**config.mk**
```make
export PLATFORM = sky130hd
export DESIGN_NAME = frag_extender_stream
export DESIGN_NICKNAME = d
export VERILOG_FILES = /design/src/rtl/proj_pkg.sv /design/src/rtl/base_onehot.sv /design/src/rtl/frag_extender_stream.sv
export SDC_FILE = /design/constraint.sdc
export NUM_CORES = 1
export LEC_CHECK = 0
export BUFFER_PORTS_ARGS = -buffer_cell sky130_fd_sc_hd__buf_2
export CAP_MARGIN = 20
export CORE_UTILIZATION = 55
export DETAILED_ROUTE_END_ITERATION = 10
export PLACE_DENSITY = 0.86
export SYNTH_ARGS = -nofsm -noshare
export SYNTH_HDL_FRONTEND = slang
export SYNTH_HIERARCHICAL = 1
export SYNTH_SLANG_ARGS = --single-unit
```
**constraint.sdc**
```tcl
create_clock -name clk -period 3.5 [get_ports clk]
set_input_delay 0.7 -clock clk [delete_from_list [all_inputs] [get_ports clk]]
set_output_delay 0.7 -clock clk [all_outputs]
set_load 0.01 [all_outputs]
```
**src/rtl/proj_pkg.sv**
```systemverilog
// Shared types and base helpers for the MinHash fragment projection path.
// Contents: extender FSM state type, 2-bit base codes, one-hot and complement helpers.
// No logic of its own; imported by frag_extender_stream and base_onehot.
package proj_pkg;

  typedef enum logic {
    IDLE   = 1'b0,
    STREAM = 1'b1
  } ext_state_e;

  localparam int BASE_W   = 2;
  localparam int ONEHOT_W = 4;

  localparam logic [BASE_W-1:0] BASE_A = 2'b00;
  localparam logic [BASE_W-1:0] BASE_C = 2'b01;
  localparam logic [BASE_W-1:0] BASE_G = 2'b10;
  localparam logic [BASE_W-1:0] BASE_T = 2'b11;

  function automatic logic [ONEHOT_W-1:0] base_to_onehot(input logic [BASE_W-1:0] b);
    logic [ONEHOT_W-1:0] oh;
    oh = '0;
    case (b)
      BASE_A:  oh = 4'b0001;
      BASE_C:  oh = 4'b0010;
      BASE_G:  oh = 4'b0100;
      BASE_T:  oh = 4'b1000;
      default: oh = '0;
    endcase
    return oh;
  endfunction

  // A<->T and C<->G; with this coding that is a bitwise inversion.
  function automatic logic [BASE_W-1:0] base_complement(input logic [BASE_W-1:0] b);
    logic [BASE_W-1:0] c;
    c = BASE_A;
    case (b)
      BASE_A:  c = BASE_T;
      BASE_C:  c = BASE_G;
      BASE_G:  c = BASE_C;
      BASE_T:  c = BASE_A;
      default: c = BASE_A;
    endcase
    return c;
  endfunction

endpackage

```
**src/rtl/base_onehot.sv**
```systemverilog
// Combinational encoder: one 2-bit base code to a 4-bit one-hot base.
// Ports: base (encoded base in), onehot (one-hot base out). Latency 0.
// No handshake; purely combinational.
module base_onehot
  import proj_pkg::*;
(
  input  logic [BASE_W-1:0]   base,
  output logic [ONEHOT_W-1:0] onehot
);

  assign onehot = base_to_onehot(base);

endmodule

```
**src/rtl/frag_extender_stream.sv**
```systemverilog
// Streaming fragment extender: for each enabled in-range k-mer slot, emits the whole
// fragment as PARTS one-hot GFM beats tagged with the centred signed index.
// Latency: accept at edge k gives the first beat in cycle k+1; one IDLE cycle between
// transactions. Backpressure: out_* hold while out_valid && !out_ready; in_ready is low
// while streaming and for one cycle after accepting a transaction with nothing to stream.
// Ports: clk/rst_n; in_valid/in_ready/in_fragment/in_kmer_indices/in_index_mask
// [/in_revcomp]; out_valid/out_ready/out_index/out_gfm/out_part/out_idx_last/out_last;
// err_oor. Optional feature macro: FRAG_EXT_REVCOMP_EN (reverse-complement streaming).
module frag_extender_stream
  import proj_pkg::*;
#(
  parameter int FRAG_SIZE      = 8,
  parameter int KMER_SIZE      = 4,
  parameter int INDICES_COUNT  = 4,
  parameter int BASE_LEN       = 2,
  parameter int ONE_HOT_LEN    = 4,
  parameter int BASES_PER_BEAT = 2,
  localparam int FRAG_LEN_BITS     = FRAG_SIZE * BASE_LEN,
  localparam int INDICE_LEN        = $clog2(FRAG_SIZE),
  localparam int SIGNED_INDICE_LEN = INDICE_LEN + 1,
  localparam int PARTS             = FRAG_SIZE / BASES_PER_BEAT,
  localparam int MAX_IDX           = FRAG_SIZE - KMER_SIZE,
  localparam int PART_W            = (PARTS > 1) ? $clog2(PARTS) : 1
) (
  input  logic                                  clk,
  input  logic                                  rst_n,
  input  logic                                  in_valid,
  output logic                                  in_ready,
  input  logic [FRAG_LEN_BITS-1:0]              in_fragment,
  input  logic [INDICES_COUNT*INDICE_LEN-1:0]   in_kmer_indices,
  input  logic [INDICES_COUNT-1:0]              in_index_mask,
`ifdef FRAG_EXT_REVCOMP_EN
  input  logic                                  in_revcomp,
`endif
  output logic                                  out_valid,
  input  logic                                  out_ready,
  output logic [SIGNED_INDICE_LEN-1:0]          out_index,
  output logic [BASES_PER_BEAT*ONE_HOT_LEN-1:0] out_gfm,
  output logic [PART_W-1:0]                     out_part,
  output logic                                  out_idx_last,
  output logic                                  out_last,
  output logic                                  err_oor
);

  localparam int SLOT_W = (INDICES_COUNT > 1) ? $clog2(INDICES_COUNT) : 1;
  localparam logic [INDICE_LEN-1:0]        MAX_IDX_I = INDICE_LEN'(MAX_IDX);
  localparam logic [SIGNED_INDICE_LEN-1:0] MAX_IDX_S = SIGNED_INDICE_LEN'(MAX_IDX);
  localparam logic [SIGNED_INDICE_LEN-1:0] HALF_S    = SIGNED_INDICE_LEN'(MAX_IDX / 2);
  localparam logic [PART_W-1:0]            LAST_PART = PART_W'(PARTS - 1);

  ext_state_e state_q, state_d;

  logic [BASE_LEN-1:0]   frag_q [FRAG_SIZE];
  logic [INDICE_LEN-1:0] idx_q  [INDICES_COUNT];
  logic [INDICES_COUNT-1:0] mask_q;
  logic [PART_W-1:0]     part_q;
  logic                  err_q;
  // Set for one cycle after accepting a transaction that has nothing to stream.
  logic                  flush_q;
`ifdef FRAG_EXT_REVCOMP_EN
  logic                  revcomp_q;
`endif

  logic [INDICES_COUNT-1:0] oor_vec;
  logic [INDICES_COUNT-1:0] mask_in;
  logic                     accept_in;
  logic                     beat_acc;
  logic                     last_part;
  logic [SLOT_W-1:0]        cur_slot;
  logic [INDICES_COUNT-1:0] cur_bit;
  logic [INDICES_COUNT-1:0] mask_after;
  logic                     streaming;

  // Out-of-range slots are dropped from the mask at capture time.
  always_comb begin
    oor_vec = '0;
    for (int i = 0; i < INDICES_COUNT; i++) begin
      oor_vec[i] = in_kmer_indices[i*INDICE_LEN +: INDICE_LEN] > MAX_IDX_I;
    end
  end

  assign mask_in   = in_index_mask & ~oor_vec;
  assign accept_in = (state_q == IDLE) && in_valid && in_ready;
  assign beat_acc  = (state_q == STREAM) && out_ready;
  assign last_part = (part_q == LAST_PART);
  assign streaming = (state_q == STREAM);

  // Lowest set bit of the remaining mask selects the current slot.
  always_comb begin
    cur_slot = '0;
    cur_bit  = '0;
    for (int i = INDICES_COUNT - 1; i >= 0; i--) begin
      if (mask_q[i]) begin
        cur_slot = SLOT_W'(i);
        cur_bit  = '0;
        cur_bit[i] = 1'b1;
      end
    end
  end

  assign mask_after = mask_q & ~cur_bit;

  always_ff @(posedge clk or negedge rst_n) begin
    if (!rst_n) begin
      state_q <= IDLE;
    end else begin
      state_q <= state_d;
    end
  end

  always_comb begin
    state_d   = state_q;
    in_ready  = 1'b0;
    out_valid = 1'b0;
    case (state_q)
      IDLE: begin
        in_ready = !flush_q;
        if (accept_in && (mask_in != '0)) state_d = STREAM;
      end
      STREAM: begin
        out_valid = 1'b1;
        if (beat_acc && last_part && (mask_after == '0)) state_d = IDLE;
      end
      default: state_d = IDLE;
    endcase
  end

  always_ff @(posedge clk or negedge rst_n) begin
    if (!rst_n) begin
      for (int i = 0; i < FRAG_SIZE; i++) frag_q[i] <= '0;
      for (int i = 0; i < INDICES_COUNT; i++) idx_q[i] <= '0;
      mask_q  <= '0;
      part_q  <= '0;
      err_q   <= 1'b0;
      flush_q <= 1'b0;
`ifdef FRAG_EXT_REVCOMP_EN
      revcomp_q <= 1'b0;
`endif
    end else begin
      err_q   <= accept_in && ((in_index_mask & oor_vec) != '0);
      flush_q <= accept_in && (mask_in == '0);
      if (accept_in) begin
        for (int i = 0; i < FRAG_SIZE; i++) frag_q[i] <= in_fragment[i*BASE_LEN +: BASE_LEN];
        for (int i = 0; i < INDICES_COUNT; i++) idx_q[i] <= in_kmer_indices[i*INDICE_LEN +: INDICE_LEN];
        mask_q <= mask_in;
        part_q <= '0;
`ifdef FRAG_EXT_REVCOMP_EN
        revcomp_q <= in_revcomp;
`endif
      end else if (beat_acc) begin
        if (last_part) begin
          part_q <= '0;
          mask_q <= mask_after;
        end else begin
          part_q <= part_q + 1'b1;
        end
      end
    end
  end

  // Beat data: bases [part*BASES_PER_BEAT +: BASES_PER_BEAT], lowest base in the LSBs.
  logic [BASES_PER_BEAT*ONE_HOT_LEN-1:0] gfm_raw;

  for (genvar b = 0; b < BASES_PER_BEAT; b++) begin : g_beat
    logic [INDICE_LEN-1:0] pos;
    logic [BASE_LEN-1:0]   base_sel;
    assign pos = INDICE_LEN'(part_q * BASES_PER_BEAT + b);
`ifdef FRAG_EXT_REVCOMP_EN
    assign base_sel = revcomp_q ? base_complement(frag_q[INDICE_LEN'(FRAG_SIZE - 1) - pos])
                                : frag_q[pos];
`else
    assign base_sel = frag_q[pos];
`endif
    base_onehot u_enc (
      .base   (base_sel),
      .onehot (gfm_raw[b*ONE_HOT_LEN +: ONE_HOT_LEN])
    );
  end

  logic [SIGNED_INDICE_LEN-1:0] eff_idx;
`ifdef FRAG_EXT_REVCOMP_EN
  // Reverse-complement mirrors the k-mer start before centring.
  assign eff_idx = revcomp_q ? (MAX_IDX_S - {1'b0, idx_q[cur_slot]}) : {1'b0, idx_q[cur_slot]};
`else
  assign eff_idx = {1'b0, idx_q[cur_slot]};
`endif

  // Outputs are forced to zero outside STREAM so reset/idle values are all zero.
  assign out_index    = streaming ? (eff_idx - HALF_S) : '0;
  assign out_gfm      = streaming ? gfm_raw : '0;
  assign out_part     = streaming ? part_q : '0;
  assign out_idx_last = streaming && last_part;
  assign out_last     = streaming && last_part && (mask_after == '0);
  assign err_oor      = err_q;

endmodule

```
==> impl_metrics.csv <==
group,metric,value,unit
timing,drv_slew,0,
die,fp.dieW,61.2,um
clock_network,cts.sinks,37,
layout,fin_nets,307,
timing,setup_viol,0,
layout,fillers,279,
worst_setup_path,cp-startpoint,"mask_q[2]$_DFFE_PN0P_",
synth,netlist_instances,218,
die,ios,55,
run,cap_violations,0,
worst_setup_path,r2r_end,"mask_q[3]$_DFFE_PN0P_",
global_routing,antenna_found_initial,0,
detailed_routing,vias_per_cell,5.33,
worst_setup_path,crit_fanout,8,
pwr,power.density,856,mW/mm2
detailed_routing,drt_iter0_markers,66,
timing,setup_ws,0.743,ns
clock_network,cts_resized,0,
clock_network,cts.clk_slew.worst_paths,0.12,ns
worst_setup_path,endpoint_kind,"output pin",
detailed_routing,wl_per_cell,13.0,um
worst_setup_path,reg2reg_from,"state_q$_DFF_PN0_",
timing,timing.fmax,363,MHz
clock_network,cts_root_buffer,"clkbuf_4",
clock_network,clk_path_buf_depth,2,
die,dieArea,0.00375,mm2
synth,synth_area,0.00193,mm2
timing,fin_setup_tns,0,ns
place,dp_slack,1.14,ns
clock_network,ctsHoldBuffers,0,
layout,antennaDiodeCount,0,
layout,area_delta_synth_final,17.8,%
pwr,leakage,1.19,nW
clock_network,numCtsBuffers,5,
timing,rsz0062_at_grt,"false",
worst_setup_path,worstRegToRegCells,4,
pwr,ir_worst_vdd,0.495,mV
synth,ys.warnings.count,6,
layout,fin_util,0.681,
detailed_routing,drt-pass1-iter-count,4,
clock_network,cts_setup_buffers,0,
timing,fin_crit_sh,0.788,
synth,syn-num-nets,256,
layout,final_common_cell,"nand2_1",
clock_network,cts-htree-levels,2,
status,status,"complete, no violations",
global_routing,grt_pass1_vias,1444,
global_routing,grt_first_pass_wirelength,6600,um
die,die_h,61.2,um
worst_setup_path,path_class,"reg -> out",
synth,syn_area_per_cell,8.84,um2
global_routing,grt_overflow,0,
timing,worst_clock_skew,0.0102,ns
timing,relSlewSlack,0.472,
worst_setup_path,worstPathArrival,2.06,ns
layout,final_cell_mix,"nand2_1, buf_2, dfrtp_1, and2_1, o21ai_0",
worst_setup_path,cp-endpoint,"out_index[2]",
worst_setup_path,rrSetupSlack,1.59,ns
clock_network,cts_tree,"done",
place,dp_hpwl,3010,um
place,place.gp.congestion,0.919,
timing,worst_pin_slew,0.792,ns
die,initial_core_util,0.578,
detailed_routing,vias,1683,
worst_setup_path,cp-start-kind,"flop",
detailed_routing,drc,0,
detailed_routing,ant_nets,0,
synth,ys_seq_elements,37,
die,num_rows,21,
clock_network,insertion_delay,0.35,ns
min_path,hold_path_class,"in -> async",
layout,drive_above_1_share,0.296,
worst_setup_path,crit_required,2.80,ns
synth,yosysUniqueCellTypes,35,
die,core,0.00334,mm2
timing,layout_min_cycle_time,2.76,ns
global_routing,grtUsageTotal,0.250,
timing,final-hold-violation-count,0,
detailed_routing,finalWirelength,4120,um
synth,synth_seq_area_share,0.480,
place,port_buffers,54,
global_routing,grt_max_degree,38,
==> stage by stage <==
| step | std cells | total power [mW] | hold WS [ns] | instance area [um2] |
|---|---|---|---|---|
| floorplan | 218 | 1.43 | 0.404 | 1930 |
| global placement | 307 | 1.68 | 0.452 | 2190 |
| detailed placement | 307 | 1.72 | 0.462 | 2190 |
| CTS | 315 | 1.94 | 0.442 | 2240 |
| global route | 316 | 2.13 | 0.470 | 2270 |
| finish | 316 | 1.94 | 0.420 | 2270 |
==> cells by family (layout without fill, tap and decap cells) <==
logic type,count (synthesis),after routing,synth area share
muxes,5,5,0.0584
adders and majority gates,2,2,0.0130
and+or+nand+nor,129,129,0.295
AOI/OAI and AO/OA,29,29,0.107
DFF,37,37,0.480
buffers and inverters,16,68,0.0461
==> worst max-delay path, stage by stage, from the launching register on <==
cell,delay [ns]
dfrtp_1,0.48
nand2b_1,0.22
a21oi_1,0.17
mux4_2,0.30
inv_1,0.07
ha_1,0.22
nor2b_1,0.11
buf_2,0.14
==> metal layers <==
metal | global-route usage | vias to the layer above | part of all wire
met1 | 0.341 | 797 | 0.46
li1 | - | 821 | -
met4 | 0.133 | 0 | 0.026
met2 | 0.382 | 54 | 0.47
met3 | 0.0462 | 11 | 0.044
met5 | 0 | - | 0
==> synth_stat cells (all sizes together) <==
library cell  count  share of area
a22o              1         0.0045
inv               4         0.0078
nor2b             3         0.0097
a21oi             3         0.0078
nand2b            1         0.0032
nor3              3         0.0078
nand4             1         0.0032
nand3             2         0.0052
o31ai             1         0.0039
mux4              5          0.058
a211oi            2         0.0078
o221ai            1         0.0078
and2b             2         0.0091
o311ai            2         0.0091
dfrtp            37           0.48
nor2              8          0.021
and2             16          0.054
buf              10          0.034
o31a              1         0.0045
o211ai            6          0.023
o21ai             9          0.025
ha                2          0.013
nand2            92           0.18
o22ai             1         0.0032
clkbuf            2         0.0039
o22a              1         0.0052
a41oi             1         0.0045
or3               1         0.0032
==> registers in the layout, summed over array words and instances, names as in the netlist <==
signal / cells
state_q: 1
err_oor: 1
part_q: 2
frag_q: 16
flush_q: 1
mask_q: 4
idx_q: 12
==> worst min path at each step <==
stage | from | endpoint | slack [ns] | cells past startpoint
after detailed placement | frag_q[15]$_DFFE_PN0P_ | frag_q[15]$_DFFE_PN0P_ | 0.46 | 2
after global placement | frag_q[6]$_DFFE_PN0P_ | frag_q[6]$_DFFE_PN0P_ | 0.45 | 2
after floorplan | rst_n | err_oor$_DFF_PN0_ | 0.40 | 0
after CTS | rst_n | frag_q[15]$_DFFE_PN0P_ | 0.44 | 1
after global routing | rst_n | frag_q[7]$_DFFE_PN0P_ | 0.47 | 1
final | rst_n | idx_q[11]$_DFFE_PN0P_ | 0.42 | 1
==> power breakdown <==
| part | internal, mW | switching [mW] | leakage (nW) |
|---|---|---|---|
| Combinational | 0.467 | 0.473 | 0.696 |
| Clock | 0.0757 | 0.147 | 0.0310 |
| Sequential | 0.610 | 0.171 | 0.464 |
| Total | 1.15 | 0.791 | 1.19 |
==> area by class of cell <==
cell class | count | area, um2 | area share
Clock inverter | 3 | 17.5 | 0.00771
Inverter | 4 | 15.0 | 0.00661
Multi-Input combinational cell | 165 | 913 | 0.402
Timing Repair Buffer | 56 | 305 | 0.134
Tap cell | 46 | 57.6 | 0.0253
Sequential cell | 37 | 926 | 0.407
Clock buffer | 5 | 37.5 | 0.0165
(Power assumes the default switching activity.)
